--- src/rtl/address_decoder_unit.sv ---
// address_decoder_unit
// Routes load/store accesses from the ASIP core to four data-side regions
// (data RAM, buttons, encrypted-image ROM, decrypted-image RAM). Offsets,
// strobes and write data are combinational. Read data is steered by a region
// captured one cycle earlier, matching the 1-cycle read latency of the memories.
module address_decoder_unit (
    input  logic        clk,
    input  logic        rst_n,
    input  logic        write_enable,
    input  logic [31:0] address,
    input  logic [31:0] button_read,
    input  logic [31:0] ram_read,
    input  logic [31:0] encrypted_read,
    input  logic [31:0] data_input,
    output logic        ram_we,
    output logic        decrypted_we,
    output logic [31:0] ram_address,
    output logic [31:0] encrypted_address,
    output logic [31:0] decrypted_address,
    output logic [31:0] ram_data,
    output logic [31:0] decrypted_data,
    output logic [31:0] data_output,
    output logic        bad_access
);

    // Fixed memory map, inclusive bounds.
    localparam logic [31:0] RAM_HI = 32'h0000_03FF;
    localparam logic [31:0] BTN_LO = 32'h0000_0400;
    localparam logic [31:0] BTN_HI = 32'h0000_040F;
    localparam logic [31:0] ENC_LO = 32'h0000_4000;
    localparam logic [31:0] ENC_HI = 32'h0002_FFFF;
    localparam logic [31:0] DEC_LO = 32'h0003_0000;
    localparam logic [31:0] DEC_HI = 32'h0005_BFFF;

    // SEL_NONE doubles as "unmapped" and as the reset value of the read select.
    typedef enum logic [2:0] {
        SEL_NONE,
        SEL_RAM,
        SEL_BTN,
        SEL_ENC,
        SEL_DEC
    } region_e;

    region_e region;
    region_e sel_d, sel_q;
    logic    bad_d, bad_q;

    // Decode the current address into its region.
    always_comb begin
        // NOTE: default assigned first so every path drives region; no latch is inferred.
        region = SEL_NONE;
        if (address <= RAM_HI) begin
            region = SEL_RAM;
        end else if (address >= BTN_LO && address <= BTN_HI) begin
            region = SEL_BTN;
        end else if (address >= ENC_LO && address <= ENC_HI) begin
            region = SEL_ENC;
        end else if (address >= DEC_LO && address <= DEC_HI) begin
            region = SEL_DEC;
        end
    end

    // Region-local offsets are always driven; subtraction wraps modulo 2^32.
    assign ram_address       = address;
    assign encrypted_address = address - ENC_LO;
    assign decrypted_address = address - DEC_LO;

    // Store data goes to both writable memories; only the strobe selects.
    assign ram_data       = data_input;
    assign decrypted_data = data_input;

    // Only RAM and DEC accept stores.
    assign ram_we       = write_enable && (region == SEL_RAM);
    assign decrypted_we = write_enable && (region == SEL_DEC);

    // Next state: remember the region for read steering; flag stores to read-only or unmapped space.
    always_comb begin
        sel_d = region;
        bad_d = write_enable && (region != SEL_RAM) && (region != SEL_DEC);
    end

    // Read-select and fault registers.
    always_ff @(posedge clk or negedge rst_n) begin
        if (!rst_n) begin
            sel_q <= SEL_NONE;
            bad_q <= 1'b0;
        end else begin
            // NOTE: non-blocking assignments for registered state keep every flop sampling pre-edge values.
            sel_q <= sel_d;
            bad_q <= bad_d;
        end
    end

    assign bad_access = bad_q;

    // Steer read data from the region captured in the previous cycle; DEC is write-only.
    always_comb begin
        data_output = '0;
        case (sel_q)
            SEL_RAM: data_output = ram_read;
            SEL_BTN: data_output = button_read;
            SEL_ENC: data_output = encrypted_read;
            default: data_output = '0;
        endcase
    end

endmodule

--- config.mk ---
export PLATFORM = sky130hd
export DESIGN_NAME = address_decoder_unit
export DESIGN_NICKNAME = d
export VERILOG_FILES = /design/src/rtl/address_decoder_unit.sv
export SDC_FILE = /design/constraint.sdc
export NUM_CORES = 1
export LEC_CHECK = 0
export ABC_AREA = 0
export ABC_CLOCK_PERIOD_IN_PS = 3500
export CAP_MARGIN = 20
export CORE_AREA = 3 3 140 142
export DETAILED_ROUTE_END_ITERATION = 10
export DIE_AREA = 0 0 143 145
export GPL_ROUTABILITY_DRIVEN = 0
export PLACE_DENSITY_LB_ADDON = 0.3
export SLEW_MARGIN = 20
export SYNTH_ARGS = -nofsm -noshare
export SYNTH_HDL_FRONTEND = slang
export SYNTH_SLANG_ARGS = --single-unit
--- constraint.sdc ---
create_clock -name clk -period 3.5 [get_ports clk]
set_input_delay 0.7 -clock clk [delete_from_list [all_inputs] [get_ports clk]]
set_output_delay 0.7 -clock clk [all_outputs]
set_load 0.01 [all_outputs]
==> Word level (Yosys, flattened, before mapping) <==
Index checks and enable logic that the tools add are counted.
{ "word_totals": {"ff_bits": 4, "input_bits": 163, "output_inout_bits": 195, "wordCells": 30} }
{ "op_classes": {"addsub": 2, "n_lt_le_gt_ge": 7, "n_eq_ne": 7, "muxes": 5, "reduce_logical": 7} }
{ "op_table": {"columns": ["op", "n"], "rows": [
  ["32-bit case mux with 3 select lines", 1],
  ["32-bit by 11-bit greater-or-equal comparator with 1-bit output (second input constant)", 1],
  ["32-bit by 15-bit greater-or-equal comparator with 1-bit output (second input constant)", 1],
  ["32-bit by 18-bit greater-or-equal comparator with 1-bit output (second input constant)", 1],
  ["32-bit by 10-bit <= comparator with 1-bit output (second input constant)", 1],
  ["32-bit by 11-bit <= comparator with 1-bit output (second input constant)", 1],
  ["32-bit by 18-bit <= comparator with 1-bit output (second input constant)", 1],
  ["32-bit by 19-bit <= comparator with 1-bit output (second input constant)", 1],
  ["32-bit by 15-bit subtractor with 32-bit output (second input constant)", 1],
  ["32-bit by 18-bit subtractor with 32-bit output (second input constant)", 1],
  ["3-bit 2-to-1 mux", 4],
  ["1-bit logical AND", 7],
  ["3-bit by 1-bit == test with 1-bit output (second input constant)", 2],
  ["3-bit by 2-bit == test with 1-bit output (second input constant)", 2],
  ["3-bit == test (second input constant)", 1],
  ["3-bit by 1-bit inequality test with 1-bit output (second input constant)", 1],
  ["3-bit inequality test (second input constant)", 1]
]} }

==> Longest topological paths before layout <==
Gate-level depths: netlist of run 1.
{ "logic_depth": {"ltp_word": 9, "depth_mapped": 7, "mapped_depth_nobuf": 7} }

==> Worst setup path before layout of run 1 <==
No wires, ideal clock.
{ "synth_path": {"kind": "input port to output port", "from": "input port address[18]", "to": "output port decrypted_we", "arrival_ns": 2.622, "setup_slack_ns": 0.178, "cell_stages": 7, "cell_sequence": "buf_6 or4_4 buf_6 or4_4 a2111oi_4 or2_1 nor3b_1"} }
{ "synth_between": {"elab_chain_len": 8, "elab_cells_between_ends": 16, "classes_between": "order compare: 7; eq/ne: 1; mux: 4; reduce/logical: 4"} }
{ "synth_rtl": {"columns": ["element", "line", "text"], "rows": [
  ["from (decl)", "10", "input logic [31:0] address,"],
  ["32-bit by 18-bit greater-or-equal comparator with 1-bit output / 32-bit by 19-bit <= comparator with 1-bit output (equally long branches)", "58", "end else if (address >= DEC_LO && address <= DEC_HI) begin"],
  ["1-bit logical AND", "58", null],
  ["3-bit 2-to-1 mux", "58", null],
  ["3-bit 2-to-1 mux", "56", "end else if (address >= ENC_LO && address <= ENC_HI) begin"],
  ["3-bit 2-to-1 mux", "54", "end else if (address >= BTN_LO && address <= BTN_HI) begin"],
  ["3-bit 2-to-1 mux (*)", "52", "if (address <= RAM_HI) begin"],
  ["3-bit == test (*)", "74", "assign decrypted_we = write_enable && (region == SEL_DEC);"],
  ["1-bit logical AND (*)", "74", null],
  ["to (decl)", "16", "output logic decrypted_we,"]
]} }
Every way passes the cells marked *; elsewhere a longest branch is shown, timed or not.

==> Final worst setup path of run 1 <==
{ "layout_path": {"from": "input port address[27]", "to": "output port decrypted_we"} }
Same word-level chain as after synthesis.

==> results_dict.tcl, run 1 <==
set metrics [dict create \
    p_total_mw 0.691 \
    outcome "finished clean" \
    hpwl_um 10100 \
    gr-usage-all-layers 0.104 \
    cts_htree_levels 1 \
    syn_avg_cell_area_sq_um 7.35 \
    finalSetupViolCount 0 \
    power_density_nw_per_um2 126 \
    leakagePower_nw 2.25 \
    numCtsBuffers 3 \
    maxCapViolations 0 \
    final-seq-area_sq_um 101 \
    layout-drive-gt1-share 0.270 \
    synth-seq-cells 4 \
    min_period_ns 3.41 \
    ant_nets 0 \
    ys_warn_count 0 \
    multi_input_area_sq_um 1720 \
    grt_max_degree 33 \
    worstMarginPinSlew_ns 0.647 \
    grt_pass1_vias 3353 \
    clockBufferDepth 2 \
    rows 50 \
    wl_per_cell_um 15.0 \
    cp.buffers_inverters 2 \
    syn_nets 551 \
    grt_pass1_wl_um 17500 \
    antenna_found_initial 1 \
    worst-setup-path-type "in2out" \
    syn_to_final_growth_pct 96.5 \
    portBuffers 261 \
    ir_drop_mv 0.108 \
    hold_violations 0 \
    drt-pass1-iter-count 4 \
    cpLargestDelayFamily "simple AND/OR/NAND/NOR gates" \
    nFillCells 1957 \
    vias 3276 \
    critical-path-max-stage-delay_ns 0.61 \
    crit_fanout 4 \
    finalWorstSetupSlack_ns 0.0863 \
    syn-instance-count 379 \
    die_y_um 145 \
    synth_cell_types 42 \
    synth_flop_cell "dfrtp_1" \
    final_cells 819 \
    remaining_drc_errors 0 \
    die_w_um 143 \
    end_kind "primary output" \
    cts_sinks 4 \
    synth_edf_count 0 \
    hp-class "in2async" \
    drt_wl_total_um 12300 \
    nets 758 \
    clk_pin_slew_worst_paths_ns 0.03 \
    cp-start-kind "primary input" \
    pin_count 358 \
    path_cells "dlygate4sd2_1 -> or4_4 -> or4_4 -> a221oi_4 -> nand2b_4 -> nor3b_2 -> buf_2" \
    cts-root-buf "clkbuf_16" \
    path_common_cell "or4_4" \
    synth-async-reset-ratio 1.00 \
    viasPerCell 4.00 \
    rsz0062_at_grt "false" \
    initial_core_util 0.150 \
    relSlewSlack 0.569 \
    slew_viol_final 0 \
    place_inst 805 \
    timing.final.crit_share 0.975 \
    dr.first_iter.drc_count 77 \
    cp.arrival_ns 2.71 \
    dp_slack_ns -0.572 \
    die_area_sq_um 20700 \
    max_freq_mhz 293 \
    synth-seq-area-share 0.0359 \
    grt-ovfl-total 0 \
    n_antenna_cell 0 \
    core_sq_um 18600 \
    cts_tree "built" \
    synth_area_sq_um 2790 \
    required_ns 2.80 \
    critical-path-slowest-cell "or4_4" \
]
## registers in the layout, indices dropped and copies added (netlist names)
signal,flops
bad_access,1
sel_q,3
## per-layer routing
metal,track usage,part of all wire,vias to the layer above
met5,0,0.0011,-
met4,0.00951,0.0060,2
met3,0.0491,0.13,12
met2,0.186,0.47,214
met1,0.115,0.39,1468
li1,-,-,1580
## power by group
group,internal [mW],switching [mW]
combinational,0.299,0.160
sequential,0.0472,0.000701
clock,0.151,0.0332
total,0.497,0.194
## synthesized netlist by cell type, drive strengths merged, types with 7 or more instances
cell type | instances | area share
nor2 | 48 | 0.066
clkbuf | 18 | 0.024
inv | 8 | 0.011
buf | 129 | 0.35
xor2 | 15 | 0.047
nand2 | 12 | 0.016
nor3 | 9 | 0.016
or4 | 7 | 0.022
mux2 | 32 | 0.13
a22oi | 32 | 0.086
ha | 9 | 0.040
xnor2 | 14 | 0.044
## layout by cell type, fill, tap and decap left out, types with 2 or more instances in the layout
cell type        instances
and2_1                   2
buf_4                   86
o21ai_1                  2
xnor2_1                 13
mux2_2                  32
xor2_1                  15
dlymetal6s2s_1           9
or4_1                    2
or3_1                    3
a21oi_1                  2
a22oi_1                 32
nand3_1                  3
nor2_2                   2
dfrtp_1                  3
dlygate4sd2_1           22
clkdlybuf4s15_1          2
or4_4                    5
clkbuf_16                3
nand4_1                  4
ha_1                     9
buf_2                    6
nand2_1                 12
nor3_2                   5
nor3b_2                  2
nor4_1                   3
nor2_1                  45
nor3_1                   4
clkdlybuf4s50_1        222
inv_1                    7
## cell type report
class | count | area share
clock buffers | 4 | 0.0144
inverters | 8 | 0.00548
flip-flops and latches | 4 | 0.0185
repair buffers | 349 | 0.594
multi-input cells | 220 | 0.314
well taps | 234 | 0.0535
## metrics by stage
stage / hold slack, ns / TNS, ns / utilization / instance area, sq um
5_1_grt: 0.700 / 0 / 0.295 / 5480
4_1_cts: 0.681 / -0.0253 / 0.291 / 5410
3_3_place_gp: 0.919 / -6.60 / 0.283 / 5250
6_report: 0.677 / 0 / 0.295 / 5480
3_5_place_dp: 0.918 / -6.41 / 0.283 / 5250
2_1_floorplan: 0.404 / 0 / - / 2790
## kinds of logic after synthesis
family,Yosys count,synth area share
AND/OR/NAND/NOR,106,0.191
adder cells (fa/ha/maj),9,0.0404
XOR/XNOR,29,0.0912
buffers and inverters,155,0.384
AO/OA/AOI/OAI,44,0.128
multiplexers,32,0.129
flip-flops,4,0.0359
## how the worst max path moves through the flow
stage	start	endpoint	slack, ns	depth (start not counted)
5_1_grt	address[4]	decrypted_we	0.005	7
2_1_floorplan	address[18]	decrypted_we	0.18	7
3_5_place_dp	address[30]	decrypted_we	-0.57	7
3_3_place_gp	address[30]	decrypted_we	-0.54	7
6_report	address[27]	decrypted_we	0.09	7
4_1_cts	address[25]	decrypted_we	-0.03	7
## repair_timing
item	CTS	global route
endpoints found under the setup margin	24	11
pin swaps	9	7
resized for setup	64	18
setup buffers	8	2
hold buffers	0	0
Note: power is estimated with default switching activity, not from simulation.
==> inputs of run 2 (changes only) <==
PLACE_DENSITY = 0.63   (was not set)
PLACE_DENSITY_LB_ADDON = not set   (was 0.3)
REMOVE_ABC_BUFFERS = 1   (was not set)
==> results_dict.tcl, run 2 (synthesis results as in run 1) <==
set metrics [dict create \
    largest_register "sel_q" \
    wl_per_cell_um 18.5 \
    remaining_drc_errors 0 \
    vias 3346 \
    numCtsBuffers 3 \
    leakagePower_nw 2.24 \
    drt-pass1-iter-count 7 \
    cp-start-kind "primary input" \
    gr-usage-all-layers 0.133 \
    final_cells 814 \
    dp_slack_ns -0.548 \
    worstMarginPinSlew_ns 0.934 \
    finalWorstSetupSlack_ns 0.0592 \
    relSlewSlack 0.377 \
    rows 50 \
    die_area_sq_um 20700 \
    die_w_um 143 \
    p_total_mw 0.680 \
    crit_fanout 3 \
    syn_to_final_growth_pct 94.9 \
    outcome "finished clean" \
    slew_viol_final 0 \
    cts_htree_levels 1 \
    path_cells "clkdlybuf4s15_1 -> or4_4 -> or4_4 -> buf_6 -> a221oi_4 -> buf_4 -> and2_4 -> buf_6" \
    grt_pass1_wl_um 21100 \
    power_density_nw_per_um2 125 \
    critical-path-max-stage-delay_ns 0.60 \
    grt_pass1_vias 3475 \
    hpwl_um 12700 \
    max_freq_mhz 291 \
    drt_wl_total_um 15000 \
    cts_sinks 4 \
    nFillCells 2020 \
    portBuffers 261 \
    core_sq_um 18600 \
    ir_drop_mv 0.112 \
    initial_core_util 0.150 \
    end_kind "primary output" \
    pin_count 358 \
    grt_max_degree 33 \
    cts_tree "built" \
    largest_register_ffs 3 \
    maxCapViolations 0 \
    critical-path-slowest-cell "or4_4" \
    min_period_ns 3.44 \
    nets 754 \
    dr.first_iter.drc_count 77 \
    hold_buffers 0 \
    ant_nets 0 \
    finalSetupViolCount 0 \
    antenna_found_initial 0 \
    clk_pin_slew_worst_paths_ns 0.03 \
    most-common-layout-cells "225 x clkdlybuf4s50_1, 82 x buf_4, 47 x nor2_1" \
    die_y_um 145 \
    cp.arrival_ns 2.74 \
    hold_violations 0 \
    n_antenna_cell 0 \
    cts-root-buf "clkbuf_16" \
    viasPerCell 4.11 \
    timing.final.crit_share 0.983 \
    hp-class "in2async" \
    final_common_cell "clkdlybuf4s50_1" \
    layout-drive-gt1-share 0.260 \
    required_ns 2.80 \
    clockBufferDepth 2 \
    worst-setup-path-type "in2out" \
    rsz0062_at_grt "true" \
    grt-ovfl-total 0 \
    place_inst 804 \
]
-- run 2: changes by cell type in the layout (fill, tap and decap cells not counted), sizes merged --
cell and change:
buf -7, clkbuf +3, clkdlybuf4s15 +3, clkdlybuf4s50 +3, dlygate4sd2 -8, dlymetal6s2s +1
-- run 2: timing repair --
| action | in CTS | in global routing |
|---|---|---|
| gates cloned | 0 | 0 |
| endpoints found under the setup margin | 24 | 19 |
| pin swaps | 7 | 7 |
| setup buffers | 4 | 3 |
| resized for setup | 51 | 28 |
-- run 2: power by group --
group | switching (mW) | internal [mW]
clock network | 0.0311 | 0.146
logic | 0.159 | 0.297
registers | 0.000461 | 0.0472
-- run 2: per-layer routing --
metal | vias to the layer above | GRT usage | routed length (um)
li1 | 1570 | - | -
met1 | 1449 | 0.137 | 5420
met2 | 307 | 0.199 | 6160
met3 | 16 | 0.114 | 3100
met4 | 4 | 0.0276 | 192
met5 | - | 0.0677 | 165
-- run 2: through the flow --
step	utilization	area [sq um]	hold WS (ns)	TNS, ns
after floorplan	-	1750	0.404	0
after global placement	0.282	5250	0.908	-6.13
after detailed placement	0.282	5250	0.912	-6.16
after CTS	0.289	5370	0.678	-0.0861
after global routing	0.292	5430	0.703	-0.0228
final	0.292	5430	0.676	0
-- run 2: critical path, delay by kind of cell --
family | cells | cell delay (ns)
compound gates | 1 | 0.18
buf+inv | 4 | 0.57
simple gates | 3 | 1.29
-- run 2: area by class of cell --
type	count	area, sq um	area share
Inverter	8	30.0	0.00553
Multi-Input combinational cell	220	1690	0.312
Timing Repair Buffer	345	3240	0.597
Tap cell	234	293	0.0539
Sequential cell	4	100	0.0184
Clock buffer	3	75.1	0.0138
-- run 2: path summary, 6_finish.rpt --
path                              end          from
worst max-delay path           ram_we   address[28]
max in group asynchronous    sel_q[2]         rst_n
worst min-delay path         sel_q[1]         rst_n
min in group clk           bad_access  write_enable
==> inputs of run 3 (changes only) <==
ABC_AREA = 1   (was 0)
CORE_AREA = 3 3 139 141   (was 3 3 140 142)
DIE_AREA = 0 0 142 144   (was 0 0 143 145)
PLACE_DENSITY = 0.64   (was 0.63)
==> results_dict.tcl, run 3 <==
set metrics [dict create \
    synth-seq-area-share 0.0361 \
    hp-class "in2async" \
    drt_wl_total_um 15200 \
    synth-seq-cells 4 \
    cts_htree_levels 1 \
    dr.first_iter.drc_count 103 \
    cp.arrival_ns 2.73 \
    slew_viol_final 0 \
    core_sq_um 18100 \
    cpLargestDelayFamily "buffers and inverters" \
    p_seq_frac 0.069 \
    timing.final.crit_share 0.980 \
    cts-resized-gates 17 \
    power_frac_comb 0.667 \
    hold_buffers 0 \
    finalWorstSetupSlack_ns 0.0700 \
    dr_wl_met2_um 6470 \
    portBuffers 261 \
    largest_register "sel_q" \
    power_density_nw_per_um2 128 \
    critical-path-slowest-cell "clkdlybuf4s50_1" \
    outcome "finished clean" \
    synth-async-reset-ratio 1.00 \
    wl_met3_um 2390 \
    layout-drive-gt1-share 0.176 \
    p_total_mw 0.686 \
    end_kind "primary output" \
    crit_fanout 5 \
    synth_area_leaders "buf_4 34%, nand2_1 16%, xor2_1 8.8%" \
    synth_top_cells_by_count "127 x buf_4, 117 x nand2_1, 37 x nor2_1" \
    hold_violations 0 \
    cts_sinks 4 \
    final_common_cell "clkdlybuf4s50_1" \
    min_period_ns 3.43 \
    path_depth 8 \
    ys_warn_count 0 \
    wl_met1_um 6090 \
    die_area_sq_um 20400 \
    rsz0062_at_grt "true" \
    highest_layer "met5" \
    leakagePower_nw 2.43 \
    cts-root-buf "clkbuf_16" \
    synth_area_sq_um 2780 \
    clk_pin_slew_worst_paths_ns 0.03 \
    path_cells "clkdlybuf4s50_1 -> buf_4 -> nor2_1 -> nand3_1 -> buf_4 -> nor3_2 -> xor2_1 -> clkdlybuf4s50_1" \
    sw_frac_of_total 0.299 \
    synth_flop_cell "dfrtp_1" \
    antenna_found_initial 1 \
    die_w_um 142 \
    grt_pass1_wl_um 21200 \
    die_y_um 144 \
    ir_drop_mv 0.0976 \
    finalSetupViolCount 0 \
    worstMarginPinSlew_ns 0.370 \
    gr-usage-all-layers 0.137 \
    power_switching_mw 0.205 \
    hpwl_um 13300 \
    viasPerCell 3.92 \
    grt_pass1_vias 3524 \
    required_ns 2.80 \
    n_antenna_cell 0 \
    setup_tns_ns 0 \
    remaining_drc_errors 0 \
    vias 3439 \
    cts_tree "built" \
    yosysTopAreaCell "buf_4" \
    pwr-share-clk 0.264 \
    drt-pass1-iter-count 4 \
    largest_register_ffs 3 \
    cp.buffers_inverters 4 \
    cp-start-kind "primary input" \
    ant_nets 0 \
    synth_edf_count 0 \
    pin_count 358 \
    dp_slack_ns -0.162 \
    syn_avg_cell_area_sq_um 6.16 \
    grt-ovfl-total 0 \
    syn-instance-count 451 \
    grt_max_degree 33 \
    numCtsBuffers 3 \
    initial_core_util 0.154 \
    syn_to_final_growth_pct 93.2 \
    p_int_mw 0.481 \
    synth_cell_types 32 \
    maxCapViolations 0 \
    wl_per_cell_um 17.3 \
    clockBufferDepth 2 \
    relSlewSlack 0.753 \
    worst-setup-path-type "in2out" \
    cts_setup_buffers 0 \
    max_freq_mhz 292 \
    yosysTopAreaCellShare 0.343 \
    rows 49 \
    most-common-layout-cells "241 x clkdlybuf4s50_1, 116 x nand2_1, 71 x buf_4" \
    nets 823 \
    yosysMostFrequentCell "buf_4" \
    critical-path-max-stage-delay_ns 0.57 \
]
run 3: power by group through the flow:
stage | Combinational, mW | Clock, mW | Sequential [mW]
2_1_floorplan | 0.0732 | 0 | 0.0482
3_3_place_gp | 0.461 | 0 | 0.0478
3_5_place_dp | 0.461 | 0 | 0.0478
4_1_cts | 0.461 | 0.187 | 0.0473
5_1_grt | 0.491 | 0.189 | 0.0473
6_report | 0.458 | 0.181 | 0.0473
run 3: path summary, 6_finish.rpt:
path,slack (ns),from,end
min in group clk,1.07,write_enable,bad_access
min,0.69,rst_n,bad_access
max in group asynchronous,2.62,rst_n,sel_q[0]
max,0.07,address[24],encrypted_address[27]
run 3: layer usage:
layer  up-vias  global-route usage
met2       258               0.206
met4         6              0.0157
met1      1473               0.160
met3        12              0.0946
li1       1690                   -
met5         -              0.0694
run 3: cells by family after synthesis:
group,Yosys count,share of synthesized area
compound gates,36,0.0946
xor+xnor,28,0.0883
fa+ha+maj,9,0.0406
buf+inv,171,0.408
flops,4,0.0361
simple gates,203,0.332
run 3: through the flow:
| stage | util | area (sq um) | std cells | hold WS (ns) |
|---|---|---|---|---|
| final | 0.297 | 5360 | 878 | 0.690 |
| after global routing | 0.297 | 5360 | 878 | 0.711 |
| after CTS | 0.293 | 5300 | 878 | 0.702 |
| after detailed placement | 0.288 | 5220 | 875 | 0.945 |
| after global placement | 0.288 | 5220 | 875 | 0.943 |
| after floorplan | - | 1770 | 314 | 0.404 |
run 3: cell type report:
type,count,area [sq um]
fillers,1956,12700
repair buffers,332,3150
multi-input cells,276,1620
well taps,229,287
inverters,34,128
flip-flops and latches,4,100
clock buffers,3,75.1
==> variant (flow settings as in run 2) <==
The output `bad_access` loses its register stage (`bad_q` becomes a continuous assignment).
--- a/src/rtl/address_decoder_unit.sv
+++ b/src/rtl/address_decoder_unit.sv
@@ -83,13 +83,13 @@
     always_ff @(posedge clk or negedge rst_n) begin
         if (!rst_n) begin
             sel_q <= SEL_NONE;
-            bad_q <= 1'b0;
         end else begin
             // NOTE: non-blocking assignments for registered state keep every flop sampling pre-edge values.
             sel_q <= sel_d;
-            bad_q <= bad_d;
         end
     end
+
+    assign bad_q = bad_d;
 
     assign bad_access = bad_q;
 
Behaviour: not the same (Yosys sat finds a counterexample within 4 cycles, from zero or initial values and one cycle with rst_n low).
==> variant against run 2 <==
  * Routed wire length down 0.79%
  * Combinational power about the same
  * Total power down 0.92%
  * Area after synthesis down 0.90%
  * Count of clock-buffer cells in the layout up 1
  * Sequential cell count down 1
  * Final area down 1.1%
  * Via count about the same
  * Die area unchanged
  * Worst setup slack worse by 15 ps
  * Global-route usage down 0.18 points
  * Critical path depth up 1
  * Critical endpoint is now decrypted_we
  * Largest cell class unchanged
  * Largest power group unchanged
==> variant: results <==
[critical_path]
cp-startpoint = address[16]
crit_slowest_cell = or4_1
cpLargestDelayFamily = simple AND/OR/NAND/NOR gates
critical-path-max-stage-delay_ps = 590
worstPathArrival_ps = 2760

[finish]
drive_above_1_share_pct = 27.1
reg.largest.list = sel_q x3
nets = 746

[outcome]
status = finished clean

[power_and_ir_drop]
p_leak_nw = 2.20
sw_frac_of_total_pct = 28.9
max-vdd-ir-drop_mv = 0.0941

[synth]
yosys-top-cells-area = buf_4 34%, mux2_2 13%, a22oi_1 8.7%, nor2_1 6.4%, xor2_1 4.8%
synth_warnings = 0
synthAdderAreaFrac_pct = 4.08
ys_seq_area_share_pct = 2.72
synth_compound_area_share_pct = 13.0
syn_avg_cell_area_um2 = 7.31
synth-xor-area-share_pct = 9.20
synthMuxAreaShare_pct = 13.0

[clock_network]
clk_path_buf_depth = 2
ctsHoldBuffers = 0
cts-root-buf = clkbuf_16
cts.clk_slew.worst_paths_ps = 30

[routing]
drtPass1Iterations = 4
vias = 3345
wl_um = 14900
routed_via_density = 4.14
drt_iter0_drc = 85

[grt]
antenna_found_initial = 0
grt_pass1_wl_um = 20900
first_global_vias = 3501
grt_usage_pct = 13.1

[place]
dpl-instance-area_um2 = 5170
place_inst = 796
dp_hpwl_um = 12300

[sta]
slew_headroom_pct = 71.0
variant: layout make-up:
type | instances | area, µm²
Tap cell | 234 | 293
Sequential cell | 3 | 75.1
Inverter | 8 | 30.0
Timing Repair Buffer | 338 | 3160
Fill cell | 2047 | 13200
Multi-Input combinational cell | 220 | 1740
Clock buffer | 4 | 78.8
variant: power by group through the flow:
stage / clock network [mW] / registers, mW / logic [mW]
after detailed placement: 0 / 0.0353 / 0.463
after global placement: 0 / 0.0353 / 0.463
final: 0.182 / 0.0349 / 0.457
after CTS: 0.184 / 0.0349 / 0.462
after floorplan: 0 / 0.0353 / 0.0761
after global routing: 0.188 / 0.0349 / 0.487
variant: metrics by stage:
step	util (%)	hold slack (ps)	worst slack, ps
detailed placement	27.8	894	-608
finish	28.9	658	43.9
CTS	28.6	661	1.63
floorplan	-	404	219
global route	28.9	680	-48.6
global placement	27.8	891	-604
variant: logic make-up after synthesis:
family,Yosys count
xor gates and xnor gates,29
DFF,3
muxes,32
adders and majority gates,9
AOI/OAI and AO/OA,44
and+or+nand+nor,106
buffers and inverters,155
variant: worst max path at each step:
stage                            end
4_1_cts        decrypted_address[27]
3_3_place_gp              bad_access
5_1_grt        encrypted_address[22]
3_5_place_dp              bad_access
2_1_floorplan         data_output[0]
6_report                decrypted_we
variant: per-layer routing:
layer	global-route usage [%]	up-vias	share of wire [%]
met2	20.2	300	42
met5	3.01	-	0.49
met1	14.2	1483	38
met3	10.3	6	19
met4	2.28	2	0.67
li1	-	1554	-
variant: repair_timing:
item	in CTS	in global routing
pin swaps	10	12
buffers inserted	4	4
setup endpoints to repair	24	12
gates resized for setup	72	31
